## config.mk

```make
export PLATFORM = sky130hd
export DESIGN_NAME = i2s_tx
export DESIGN_NICKNAME = d
export VERILOG_FILES = /design/src/rtl/audio_pkg.sv /design/src/rtl/i2s_tx.sv
export SDC_FILE = /design/constraint.sdc
export NUM_CORES = 1
export LEC_CHECK = 0
export ABC_AREA = 1
export BUFFER_PORTS_ARGS = -buffer_cell sky130_fd_sc_hd__buf_2
export CAP_MARGIN = 30
export CELL_PAD_IN_SITES_DETAIL_PLACEMENT = 1
export CELL_PAD_IN_SITES_GLOBAL_PLACEMENT = 2
export CORE_MARGIN = 10
export CORE_UTILIZATION = 35
export DETAILED_ROUTE_END_ITERATION = 12
export PLACE_DENSITY = 0.83
export SETUP_SLACK_MARGIN = 0.2
export SYNTH_ARGS = -nofsm -noshare
export SYNTH_HDL_FRONTEND = slang
export SYNTH_SLANG_ARGS = --single-unit
```

## constraint.sdc

```tcl
create_clock -name clk_in -period 3.6 [get_ports clk_in]
set_clock_uncertainty 0.15 [all_clocks]
set_input_delay 0.36 -clock clk_in [delete_from_list [all_inputs] [get_ports clk_in]]
set_output_delay 0.36 -clock clk_in [all_outputs]
set_load 0.005 [all_outputs]
```

## src/rtl/audio_pkg.sv

```systemverilog
// Shared audio framing constants and sample-pair type for the I2S datapath.
// Frame geometry is derived from these values so a single edit retimes every user.
package audio_pkg;

  localparam int SAMPLE_W       = 16;
  localparam int MCLK_PER_BCLK  = 4;
  localparam int BCLK_PER_FRAME = 64;
  localparam int SLOT_W         = 32;

  localparam int PH_W       = $clog2(MCLK_PER_BCLK * BCLK_PER_FRAME);
  localparam int BCLK_BIT   = $clog2(MCLK_PER_BCLK) - 1;
  localparam int SLOT_IDX_W = $clog2(BCLK_PER_FRAME);
  localparam int POS_W      = $clog2(SLOT_W);

  typedef struct packed {
    logic [SAMPLE_W-1:0] l;
    logic [SAMPLE_W-1:0] r;
  } stereo_t;

endpackage

```

## src/rtl/i2s_tx.sv

```systemverilog
// Philips I2S transmitter: free-running phase counter, outputs are registered decodes (1 cycle latency).
// No backpressure: upstream is paced by sample_req and must hold data steady until the frame-end latch.
module i2s_tx
  import audio_pkg::*;
#(
  parameter int WIDTH = SAMPLE_W
) (
  input  logic             clk_in,
  input  logic             rst_in,
  input  logic [WIDTH-1:0] data_l,
  input  logic [WIDTH-1:0] data_r,
  input  logic             mute,
  output logic             sample_req,
  output logic             i2s_bclk,
  output logic             i2s_lrclk,
  output logic             i2s_sdata
);

  typedef struct packed {
    logic [WIDTH-1:0] l;
    logic [WIDTH-1:0] r;
  } pair_t;

  logic [PH_W-1:0]       ph_q, ph_d;
  pair_t                 hold_q, hold_d;
  logic                  bclk_q, bclk_d;
  logic                  lrclk_q, lrclk_d;
  logic                  sdata_q, sdata_d;
  logic                  sample_req_q, sample_req_d;
  logic [SLOT_IDX_W-1:0] slot;
  logic [POS_W-1:0]      pos;
  logic [WIDTH-1:0]      word;

  always_comb begin
    ph_d   = ph_q + PH_W'(1);
    hold_d = hold_q;
    // Latch on the last phase so the new pair is stable from the frame's first slot.
    if (ph_q == '1) begin
      hold_d = mute ? '0 : {data_l, data_r};
    end

    slot = ph_q[PH_W-1 -: SLOT_IDX_W];
    pos  = slot[POS_W-1:0];
    word = slot[SLOT_IDX_W-1] ? hold_q.r : hold_q.l;

    // Position 0 is the one-bclk I2S delay; positions past WIDTH are zero padding.
    sdata_d = 1'b0;
    for (int i = 0; i < WIDTH; i++) begin
      if (int'(pos) == WIDTH - i) begin
        sdata_d = word[i];
      end
    end

    bclk_d       = ph_q[BCLK_BIT];
    lrclk_d      = ph_q[PH_W-1];
    sample_req_d = (ph_q == '0);
  end

  always_ff @(posedge clk_in) begin
    if (rst_in) begin
      ph_q         <= '0;
      hold_q       <= '0;
      bclk_q       <= 1'b0;
      lrclk_q      <= 1'b0;
      sdata_q      <= 1'b0;
      sample_req_q <= 1'b0;
    end else begin
      ph_q         <= ph_d;
      hold_q       <= hold_d;
      bclk_q       <= bclk_d;
      lrclk_q      <= lrclk_d;
      sdata_q      <= sdata_d;
      sample_req_q <= sample_req_d;
    end
  end

  assign sample_req = sample_req_q;
  assign i2s_bclk   = bclk_q;
  assign i2s_lrclk  = lrclk_q;
  assign i2s_sdata  = sdata_q;

endmodule
```

==> flow_metrics.env, run 1 <==
export IMPL_pin_count=39
export IMPL_fin_area_um2=2570
export IMPL_drive_above_1_share=0.280
export IMPL_synth_compound_area_frac=0.297
export IMPL_synth_most_common_cell="inv_1"
export IMPL_ys_top_cells_by_count="inv_1 (48), dfxtp_1 (44), nand2_1 (39)"
export IMPL_synth_top_family_by_area="compound AO/OA/AOI/OAI gates"
export IMPL_fin_crit_sh=0.642
export IMPL_finalSetupTns_ns=0
export IMPL_clock_latency_ns=0.29
export IMPL_reg2reg_to="i2s_sdata$_SDFF_PP0_"
export IMPL_hold_buffers=0
export IMPL_gp_congestion=0.864
export IMPL_critPathLaunchType="flip-flop"
export IMPL_holdCritPathClass="in2reg"
export IMPL_fill_cells=806
export IMPL_swShare=0.229
export IMPL_grt_overflow=0
export IMPL_start_util=0.359
export IMPL_post_cts_resized=0
export IMPL_synth_area_top_cells="dfxtp_1 (39%), a211oi_2 (18%), a21oi_1 (7.9%)"
export IMPL_grt_pass1_vias=2076
export IMPL_antenna_left=0
export IMPL_tightest_slew_ns=0.999
export IMPL_core_rowCount=29
export IMPL_seq_power_share=0.568
export IMPL_syn_avg_cell_area_um2=8.12
export IMPL_routed_wl_um=5810
export IMPL_slew_violations=0
export IMPL_comb_power_share=0.066
export IMPL_yosysWarningCount=0
export IMPL_dominantRegCellSynth="dfxtp_1"
export IMPL_drc=0
export IMPL_first_pass_iters=4
export IMPL_grt_usage=0.119
export IMPL_setup_viol=0
export IMPL_cts_buffers=5
export IMPL_antenna_found_initial=0
export IMPL_synthToLayoutAreaGrowth_pct=12.5
export IMPL_synthMuxAreaShare=0
export IMPL_cp_required_ns=3.64
export IMPL_hold_end="hold_q[19]$_SDFFE_PP0N_"
export IMPL_pre_cts_slack_ns=1.29
export IMPL_num_vias=1933
export IMPL_relSlewSlack=0.333
export IMPL_max_cap_viol_count=0
export IMPL_synth_nets=318
export IMPL_cts_max_level=2
export IMPL_final_cells=388
export IMPL_post_cts_buffers=0
export IMPL_layout_setup_ws_ns=1.29
export IMPL_yosysTopAreaCell="dfxtp_1"
export IMPL_die_y_um=101
export IMPL_internal_power_uw=672
export IMPL_io_buffers=38
export IMPL_synth_top_area_frac=0.386
export IMPL_min_path_cells=3
export IMPL_wire_per_inst_um=15.0
export IMPL_synthArstFlopShare=0
export IMPL_rsz0062_at_grt="no"
export IMPL_placedCellCount=380
export IMPL_reg2reg_from="ph_q[7]$_SDFF_PP0_"
export IMPL_post_route_util=0.404
export IMPL_worst_r2r_path_depth=15
export IMPL_switchingPower_uw=200
export IMPL_path_max_fanout=24
export IMPL_numClockSinks=44
export IMPL_path_clk_slew_ns=0.08
export IMPL_synth_edf_count=0
export IMPL_die_area_um2=10100
export IMPL_core_area_um2=6350
export IMPL_path_class="reg2reg"
export IMPL_antennaDiodeCount=0
export IMPL_status="finished, final reports clean"
export IMPL_final_min_clock_period_ns=2.31
export IMPL_synth_xor_area_frac=0.00768
export IMPL_syn_cell_area_um2=2280
export IMPL_arrival_ns=2.36
export IMPL_viasPerCell=4.98
export IMPL_synthSimpleGateAreaFrac=0.163
export IMPL_cts_tree="yes"
export IMPL_end_kind="flip-flop"
export IMPL_grt_max_degree=65
export IMPL_powerDensity_nw_per_um2=340
export IMPL_grt_pass1_wl_um=9850
export IMPL_cts_buffer_depth=2
export IMPL_fin_nets=347
export IMPL_p_clk_frac=0.366
export IMPL_place_area_um2=2480
export IMPL_synth_fa_ha_area_frac=0.0110
export IMPL_max_freq_mhz=432
export IMPL_die_width_um=101
export IMPL_r2r_slack_ns=1.29
export IMPL_dp_final_hpwl_um=4270
export IMPL_netlist_instances=281
export IMPL_drt_iter0_drc=68
export IMPL_synth_cell_types=31
export IMPL_hold_viol_final=0
export IMPL_worstHoldStart="data_l[3]"
export IMPL_yosys_register_bits=44
export IMPL_p_leak_uw=0.00103
export IMPL_peakVddDrop_mv=0.196
export IMPL_yosysSeqAreaShare=0.386
export IMPL_cts_root_buffer="clkbuf_8"
-- routing by layer --
layer  vias to the layer above  track usage  part of all wire
met4                         0       0.0424             0.014
met1                       903        0.157              0.51
li1                        994            -                 -
met5                         -            0                 0
met2                        31        0.180              0.44
met3                         5       0.0316             0.042
-- power groups by stage --
stage	sequential [µW]	clock [µW]	combinational [µW]
after detailed placement	506	0	58.1
after floorplan	506	0	28.5
after global routing	496	353	65.5
final	495	319	57.5
after global placement	506	0	55.3
after CTS	495	335	58.4
-- worst max-delay path by stage --
stage	from	cells after the start	end	slack, ns
after floorplan	ph_q[0]$_SDFF_PP0_	7	hold_q[10]$_SDFFE_PP0N_	2.05
after global placement	ph_q[7]$_SDFF_PP0_	15	i2s_sdata$_SDFF_PP0_	1.30
after detailed placement	ph_q[7]$_SDFF_PP0_	15	i2s_sdata$_SDFF_PP0_	1.29
after CTS	ph_q[7]$_SDFF_PP0_	15	i2s_sdata$_SDFF_PP0_	1.26
after global routing	ph_q[7]$_SDFF_PP0_	15	i2s_sdata$_SDFF_PP0_	0.94
final	ph_q[7]$_SDFF_PP0_	15	i2s_sdata$_SDFF_PP0_	1.29
-- worst max-delay path: stages, from the launching register on --
cell	delay, ns
dfxtp_1	0.82
inv_2	0.28
nand2_1	0.14
nand3_1	0.08
nand2_1	0.08
nand2_1	0.05
nand2_1	0.05
inv_1	0.04
nand2_1	0.05
nand4_1	0.08
nand2_1	0.07
nand4_1	0.07
nand2_1	0.08
nand3_1	0.06
nand2_1	0.06
inv_1	0.03
-- final cells by class --
class	count	area [µm²]	share of cell area
Clock buffer	8	90.1	0.0351
Inverter	52	196	0.0765
Multi-Input combinational cell	168	1090	0.426
Sequential cell	44	881	0.343
Tap cell	77	96.3	0.0375
Timing Repair Buffer	39	210	0.0819
-- registers in the layout, indices dropped and copies added, names as in the netlist --
name	cells
hold_q	32
i2s_bclk	1
i2s_lrclk	1
i2s_sdata	1
ph_q	8
sample_req	1
-- kinds of logic (layout without fill, tap and decap cells) --
| logic type | after synthesis | after routing |
|---|---|---|
| xor gates and xnor gates | 2 | 2 |
| adders and majority gates | 2 | 2 |
| buffers and inverters | 69 | 99 |
| and+or+nand+nor | 82 | 82 |
| DFF | 44 | 44 |
| AOI/OAI and AO/OA | 82 | 82 |
-- stage by stage --
step	hold WS [ns]	total power, µW
2_1_floorplan	0.267	534
3_3_place_gp	0.277	561
3_5_place_dp	0.305	564
6_report	0.218	871
4_1_cts	0.211	888
5_1_grt	0.214	914
-- cell usage in the layout (no fill, tap or decap) --
| cell | instances |
|---|---|
| nor2_2 | 2 |
| nor2_1 | 16 |
| xnor2_1 | 1 |
| clkbuf_8 | 6 |
| a211oi_2 | 32 |
| o2111a_1 | 1 |
| ha_1 | 2 |
| dfxtp_1 | 44 |
| buf_2 | 38 |
| nor3_1 | 6 |
| a31oi_1 | 2 |
| xor2_1 | 1 |
| o2111ai_1 | 3 |
| nand3_1 | 9 |
| inv_1 | 48 |
| inv_2 | 3 |
| nand2_1 | 39 |
| nand2_4 | 1 |
| nand4_1 | 4 |
| clkinv_2 | 1 |
| clkbuf_1 | 2 |
| nor3_4 | 1 |
| o21ai_0 | 6 |
| o211ai_1 | 1 |
| a21oi_1 | 36 |
| buf_12 | 1 |
| nor3b_1 | 1 |
| a41oi_1 | 1 |
| nor4_1 | 1 |
| nand2_2 | 2 |
(Power assumes the default switching activity.)
==> run 2: changes to the inputs <==
--- a/config.mk
+++ b/config.mk
@@ -11,9 +11,9 @@
 export CELL_PAD_IN_SITES_DETAIL_PLACEMENT = 1
 export CELL_PAD_IN_SITES_GLOBAL_PLACEMENT = 2
 export CORE_MARGIN = 10
-export CORE_UTILIZATION = 35
+export CORE_UTILIZATION = 32
 export DETAILED_ROUTE_END_ITERATION = 12
-export PLACE_DENSITY = 0.83
+export PLACE_DENSITY = 0.77
 export SETUP_SLACK_MARGIN = 0.2
 export SYNTH_ARGS = -nofsm -noshare
 export SYNTH_HDL_FRONTEND = slang
==> constraint.sdc (replaced) <==
create_clock -name clk_in -period 2.3 [get_ports clk_in]
set_clock_uncertainty 0.15 [all_clocks]
set_input_delay 0.23 -clock clk_in [delete_from_list [all_inputs] [get_ports clk_in]]
set_output_delay 0.23 -clock clk_in [all_outputs]
set_load 0.005 [all_outputs]
==> flow_metrics.env, run 2 (synthesis gave the netlist of run 1 again) <==
export IMPL_path_max_fanout=36
export IMPL_cp_required_ns=2.33
export IMPL_grt_pass1_vias=2080
export IMPL_final_cell_mix="inv_1 (48), dfxtp_1 (44), nand2_1 (39)"
export IMPL_core_area_um2=6870
export IMPL_grt_pass1_wl_um=10200
export IMPL_viasPerCell=4.69
export IMPL_status="finished, final reports clean"
export IMPL_clock_latency_ns=0.30
export IMPL_min_path_cells=3
export IMPL_max_freq_mhz=533
export IMPL_first_pass_iters=4
export IMPL_drt_iter0_drc=74
export IMPL_placedCellCount=409
export IMPL_post_cts_resized=0
export IMPL_hold_viol_final=0
export IMPL_top_register="hold_q"
export IMPL_worst_r2r_path_depth=8
export IMPL_setup_viol=0
export IMPL_dp_final_hpwl_um=4620
export IMPL_antennaDiodeCount=0
export IMPL_gp_congestion=0.810
export IMPL_final_min_clock_period_ns=1.87
export IMPL_antenna_left=0
export IMPL_layout_commonest_cell="inv_1"
export IMPL_die_width_um=104
export IMPL_largest_register_ffs=32
export IMPL_critPathLaunchType="flip-flop"
export IMPL_largest_registers="hold_q x32, ph_q x8"
export IMPL_max_cap_viol_count=0
export IMPL_cpPeakStageDelay_ns=0.45
export IMPL_drive_above_1_share=0.306
export IMPL_die_area_um2=10900
export IMPL_fin_crit_sh=0.815
export IMPL_path_clk_slew_ns=0.08
export IMPL_crit_chain="nand2_2 > clkinv_2 > nand2_2 > nor3_4 > nand2_4 > buf_4 > a21oi_1 > a211oi_2"
export IMPL_hold_buffers=0
export IMPL_numClockSinks=44
export IMPL_peakVddDrop_mv=0.203
export IMPL_cts_root_buffer="clkbuf_8"
export IMPL_die_y_um=104
export IMPL_end_kind="flip-flop"
export IMPL_arrival_ns=1.90
export IMPL_cts_tree="yes"
export IMPL_io_buffers=38
export IMPL_wire_per_inst_um=14.6
export IMPL_finalSetupTns_ns=0
export IMPL_powerDensity_nw_per_um2=506
export IMPL_antenna_found_initial=0
export IMPL_layout_setup_ws_ns=0.425
export IMPL_slew_violations=0
export IMPL_cts_max_level=2
export IMPL_post_cts_buffers=0
export IMPL_relSlewSlack=0.534
export IMPL_synthToLayoutAreaGrowth_pct=16.5
export IMPL_path_class="reg2reg"
export IMPL_drc=0
export IMPL_final_cells=416
export IMPL_grt_usage=0.112
export IMPL_pin_count=39
export IMPL_crit_slowest_cell="dfxtp_1"
export IMPL_crit_top_cell="nand2_2"
export IMPL_routed_wl_um=6070
export IMPL_cts_buffers=5
export IMPL_num_vias=1952
export IMPL_grt_max_degree=37
export IMPL_pre_cts_slack_ns=0.435
export IMPL_p_leak_uw=0.00107
export IMPL_core_rowCount=30
export IMPL_fin_nets=357
export IMPL_rsz0062_at_grt="no"
export IMPL_holdCritPathClass="in2reg"
export IMPL_grt_overflow=0
export IMPL_cts_buffer_depth=2
export IMPL_tightest_slew_ns=0.699
export IMPL_start_util=0.332
run 2: stage by stage:
stage,util,total power [µW],cell area (µm²),hold WS (ns)
5_1_grt,0.387,1400,2660,0.0839
4_1_cts,0.387,1360,2660,0.0797
3_5_place_dp,0.375,886,2570,0.296
6_report,0.387,1340,2660,0.0795
2_1_floorplan,-,836,2280,0.267
3_3_place_gp,0.375,886,2570,0.279
run 2: power breakdown:
group	leakage, µW	switching (µW)	internal [µW]	total [µW]
sequential	0.000355	5.00	769	774
combinational	0.000672	53.3	39.9	93.2
clock	0.0000400	271	206	477
run 2: worst paths after layout:
check,startpoint,endpoint,slack (ns)
max,ph_q[2]$_SDFF_PP0_,hold_q[2]$_SDFFE_PP0N_,0.43
min,data_r[11],hold_q[11]$_SDFFE_PP0N_,0.08
max reg2reg,ph_q[2]$_SDFF_PP0_,hold_q[2]$_SDFFE_PP0N_,0.43
min reg2reg,ph_q[0]$_SDFF_PP0_,ph_q[0]$_SDFF_PP0_,0.30
run 2: cell type report:
cell class	instances	area (µm²)
fill	856	4210
multi-input combinational	168	1090
sequential	44	881
timing repair buffer	49	285
inverter	52	196
tap	96	120
clock buffer	5	68.8
clock inverter	2	12.5
run 2: metal layers:
| layer | part of all wire | track usage | vias up |
|---|---|---|---|
| met3 | 0.031 | 0.0285 | 10 |
| met2 | 0.44 | 0.174 | 31 |
| met5 | 0 | 0 | - |
| li1 | - | - | 1017 |
| met1 | 0.51 | 0.145 | 894 |
| met4 | 0.017 | 0.0408 | 0 |
run 2: worst max-delay path, delay by kind of cell (launching register included):
family,cells,cell delay (ns)
compound gates,2,0.29
buf+inv,2,0.39
flops,1,0.45
simple gates,4,0.46
==> run 3: changes to the inputs <==
--- a/config.mk
+++ b/config.mk
@@ -5,15 +5,15 @@
 export SDC_FILE = /design/constraint.sdc
 export NUM_CORES = 1
 export LEC_CHECK = 0
-export ABC_AREA = 1
+export ABC_AREA = 0
 export BUFFER_PORTS_ARGS = -buffer_cell sky130_fd_sc_hd__buf_2
 export CAP_MARGIN = 30
 export CELL_PAD_IN_SITES_DETAIL_PLACEMENT = 1
 export CELL_PAD_IN_SITES_GLOBAL_PLACEMENT = 2
 export CORE_MARGIN = 10
-export CORE_UTILIZATION = 32
+export CORE_UTILIZATION = 29
 export DETAILED_ROUTE_END_ITERATION = 12
-export PLACE_DENSITY = 0.77
+export PLACE_DENSITY = 0.73
 export SETUP_SLACK_MARGIN = 0.2
 export SYNTH_ARGS = -nofsm -noshare
 export SYNTH_HDL_FRONTEND = slang
==> constraint.sdc (replaced) <==
create_clock -name clk_in -period 1.7 [get_ports clk_in]
set_clock_uncertainty 0.15 [all_clocks]
set_input_delay 0.17 -clock clk_in [delete_from_list [all_inputs] [get_ports clk_in]]
set_output_delay 0.17 -clock clk_in [all_outputs]
set_load 0.005 [all_outputs]
==> flow_metrics.env, run 3 <==
export IMPL_status="finished with violations"
export IMPL_grt_pass1_vias=2244
export IMPL_synth_cell_types=37
export IMPL_grt_overflow=0
export IMPL_grt_usage=0.132
export IMPL_netlist_instances=241
export IMPL_synth_nets=278
export IMPL_die_y_um=104
export IMPL_synth_most_common_cell="nor2_1"
export IMPL_reg2reg_from="ph_q[7]$_SDFF_PP0_"
export IMPL_r2r_slack_ns=-0.15
export IMPL_largest_registers="hold_q x32, ph_q x8"
export IMPL_drc=0
export IMPL_cts_tree="yes"
export IMPL_clock_latency_ns=0.30
export IMPL_worst_r2r_path_depth=5
export IMPL_first_pass_iters=5
export IMPL_cp_num_buf_inv=0
export IMPL_antenna_found_initial=0
export IMPL_yosysSeqAreaShare=0.427
export IMPL_routed_wl_um=7340
export IMPL_cts_buffer_depth=2
export IMPL_hold_buffers=0
export IMPL_wire_per_inst_um=18.4
export IMPL_holdCritPathClass="in2reg"
export IMPL_cpPeakStageDelay_ns=0.38
export IMPL_final_cells=400
export IMPL_tightest_slew_ns=0.500
export IMPL_path_max_fanout=7
export IMPL_top_register="hold_q"
export IMPL_io_buffers=38
export IMPL_cts_max_level=2
export IMPL_relSlewSlack=0.667
export IMPL_synth_edf_count=0
export IMPL_crit_chain="mux2i_1 > or3_1 > a222oi_1 > o211ai_1 > a211oi_2"
export IMPL_wl_met1_um=3270
export IMPL_synthToLayoutAreaGrowth_pct=62.2
export IMPL_final_min_clock_period_ns=1.85
export IMPL_numClockSinks=44
export IMPL_hold_viol_final=0
export IMPL_dominantRegCellSynth="dfxtp_1"
export IMPL_crit_cells=5
export IMPL_yosys_register_bits=44
export IMPL_core_area_um2=6870
export IMPL_crit_slowest_cell="dfxtp_4"
export IMPL_gp_congestion=0.800
export IMPL_critical_path_top_delay_family="compound AO/OA/AOI/OAI gates"
export IMPL_p_leak_uw=0.00133
export IMPL_powerDensity_nw_per_um2=572
export IMPL_whs_ns=0.0794
export IMPL_critPathCapture="i2s_sdata$_SDFF_PP0_"
export IMPL_syn_cell_area_um2=2060
export IMPL_fin_nets=340
export IMPL_top_layer_used="met4"
export IMPL_core_rowCount=30
export IMPL_ff_latch_area_um2=893
export IMPL_fill_cells=781
export IMPL_cp_required_ns=1.76
export IMPL_die_width_um=104
export IMPL_viasPerCell=4.92
export IMPL_fin_area_um2=3350
export IMPL_placedCellCount=380
export IMPL_grt_pass1_wl_um=11700
export IMPL_yosysWarningCount=0
export IMPL_multiInputGateArea_um2=1540
export IMPL_slew_violations=0
export IMPL_path_clk_slew_ns=0.09
export IMPL_layout_commonest_cell="nor2_1"
export IMPL_violations="negative setup slack"
export IMPL_start_util=0.300
export IMPL_arrival_ns=1.91
export IMPL_peakVddDrop_mv=0.476
export IMPL_worstHoldStart="data_l[13]"
export IMPL_largest_register_ffs=32
export IMPL_end_kind="flip-flop"
export IMPL_syn_avg_cell_area_um2=8.56
export IMPL_fin_crit_sh=1.09
export IMPL_synthArstFlopShare=0
export IMPL_antenna_left=0
export IMPL_synth_top_area_frac=0.427
export IMPL_pin_count=39
export IMPL_critPathLaunchType="flip-flop"
export IMPL_dp_final_hpwl_um=4530
export IMPL_layout_setup_ws_ns=-0.149
export IMPL_grt_max_degree=46
export IMPL_cp_startpoint="ph_q[7]$_SDFF_PP0_"
export IMPL_max_cap_viol_count=0
export IMPL_cts_buffers=5
export IMPL_drive_above_1_share=0.539
export IMPL_reg2reg_to="i2s_sdata$_SDFF_PP0_"
export IMPL_drt_iter0_drc=80
export IMPL_antennaDiodeCount=0
export IMPL_synth_area_top_cells="dfxtp_1 (43%), nor3b_1 (12%), a21oi_1 (8.5%)"
export IMPL_max_freq_mhz=541
export IMPL_yosysTopAreaCell="dfxtp_1"
export IMPL_place_area_um2=2650
export IMPL_setup_viol=27
export IMPL_wl_met2_um=3740
export IMPL_p_total_uw=1910
export IMPL_cts_root_buffer="clkbuf_8"
export IMPL_final_cell_mix="nor2_1 (43), dfxtp_1 (38), buf_2 (38)"
export IMPL_num_vias=1966
export IMPL_die_area_um2=10900
export IMPL_path_class="reg2reg"
export IMPL_dr_wl_met3_um=199
export IMPL_finalSetupTns_ns=-1.21
export IMPL_rsz0062_at_grt="yes"
export IMPL_ys_top_cells_by_count="nor2_1 (45), dfxtp_1 (44), a21oi_1 (35)"
run 3: changes by cell type after synthesis, sizes merged, moves of 6 or more:
cell | previous run | this run
clkbuf | 7 | 13
nor2 | 18 | 45
mux2i | 0 | 8
nand2 | 42 | 5
nand3 | 9 | 1
nor3 | 7 | 1
nor3b | 1 | 33
a211oi | 32 | 2
mux2 | 0 | 6
inv | 51 | 3
run 3: per-layer routing:
metal,vias to the layer above,track usage
li1,971,-
met1,951,0.157
met2,31,0.226
met3,13,0.0285
met4,0,0.0517
met5,-,0
run 3: cells by family (layout without fill, tap and decap cells):
logic type	count (synthesis)	after routing	synth area share
multiplexers	15	15	0.0825
AND/OR/NAND/NOR	104	104	0.279
AO/OA/AOI/OAI	47	47	0.125
adder cells (fa/ha/maj)	2	2	0.0121
flip-flops	44	44	0.427
buffers and inverters	23	86	0.0491
XOR/XNOR	6	6	0.0255
run 3: metrics by stage:
| stage | setup slack (ns) | utilization |
|---|---|---|
| finish | -0.149 | 0.487 |
| floorplan | 0.00665 | - |
| CTS | -0.0528 | 0.463 |
| detailed placement | -0.198 | 0.386 |
| global route | -0.245 | 0.487 |
| global placement | -0.0965 | 0.386 |
run 3: area by class of cell:
cell class / instances / share of cell area
flip-flops and latches: 44 / 0.267
inverters: 3 / 0.00336
clock buffers: 6 / 0.0247
well taps: 96 / 0.0359
clock inverters: 2 / 0.00299
repair buffers: 75 / 0.206
multi-input cells: 174 / 0.460
run 3: worst reg2reg max path, stage by stage (launching register included):
cell	delay (ns)
dfxtp_4	0.38
mux2i_1	0.13
or3_1	0.32
a222oi_1	0.36
o211ai_1	0.19
a211oi_2	0.23
run 3: worst min-delay path by stage:
stage	to	slack [ns]	cells after the start
2_1_floorplan	hold_q[0]$_SDFFE_PP0N_	0.23	3
3_3_place_gp	hold_q[14]$_SDFFE_PP0N_	0.32	2
3_5_place_dp	hold_q[30]$_SDFFE_PP0N_	0.33	2
4_1_cts	hold_q[29]$_SDFFE_PP0N_	0.08	4
5_1_grt	hold_q[24]$_SDFFE_PP0N_	0.11	4
6_report	hold_q[29]$_SDFFE_PP0N_	0.08	4
run 3: what timing repair did:
action                     in CTS  in global routing
hold endpoints to repair        0                  0
gates cloned                    5                  2
setup buffers                   5                  0
setup endpoints to repair      34                 34
gates resized for setup        67                 23
pin swaps                      23                  6
run 3: report_power, final:
group	internal, µW	switching (µW)
sequential	1040	9.26
combinational	91.6	89.4
clock	325	359
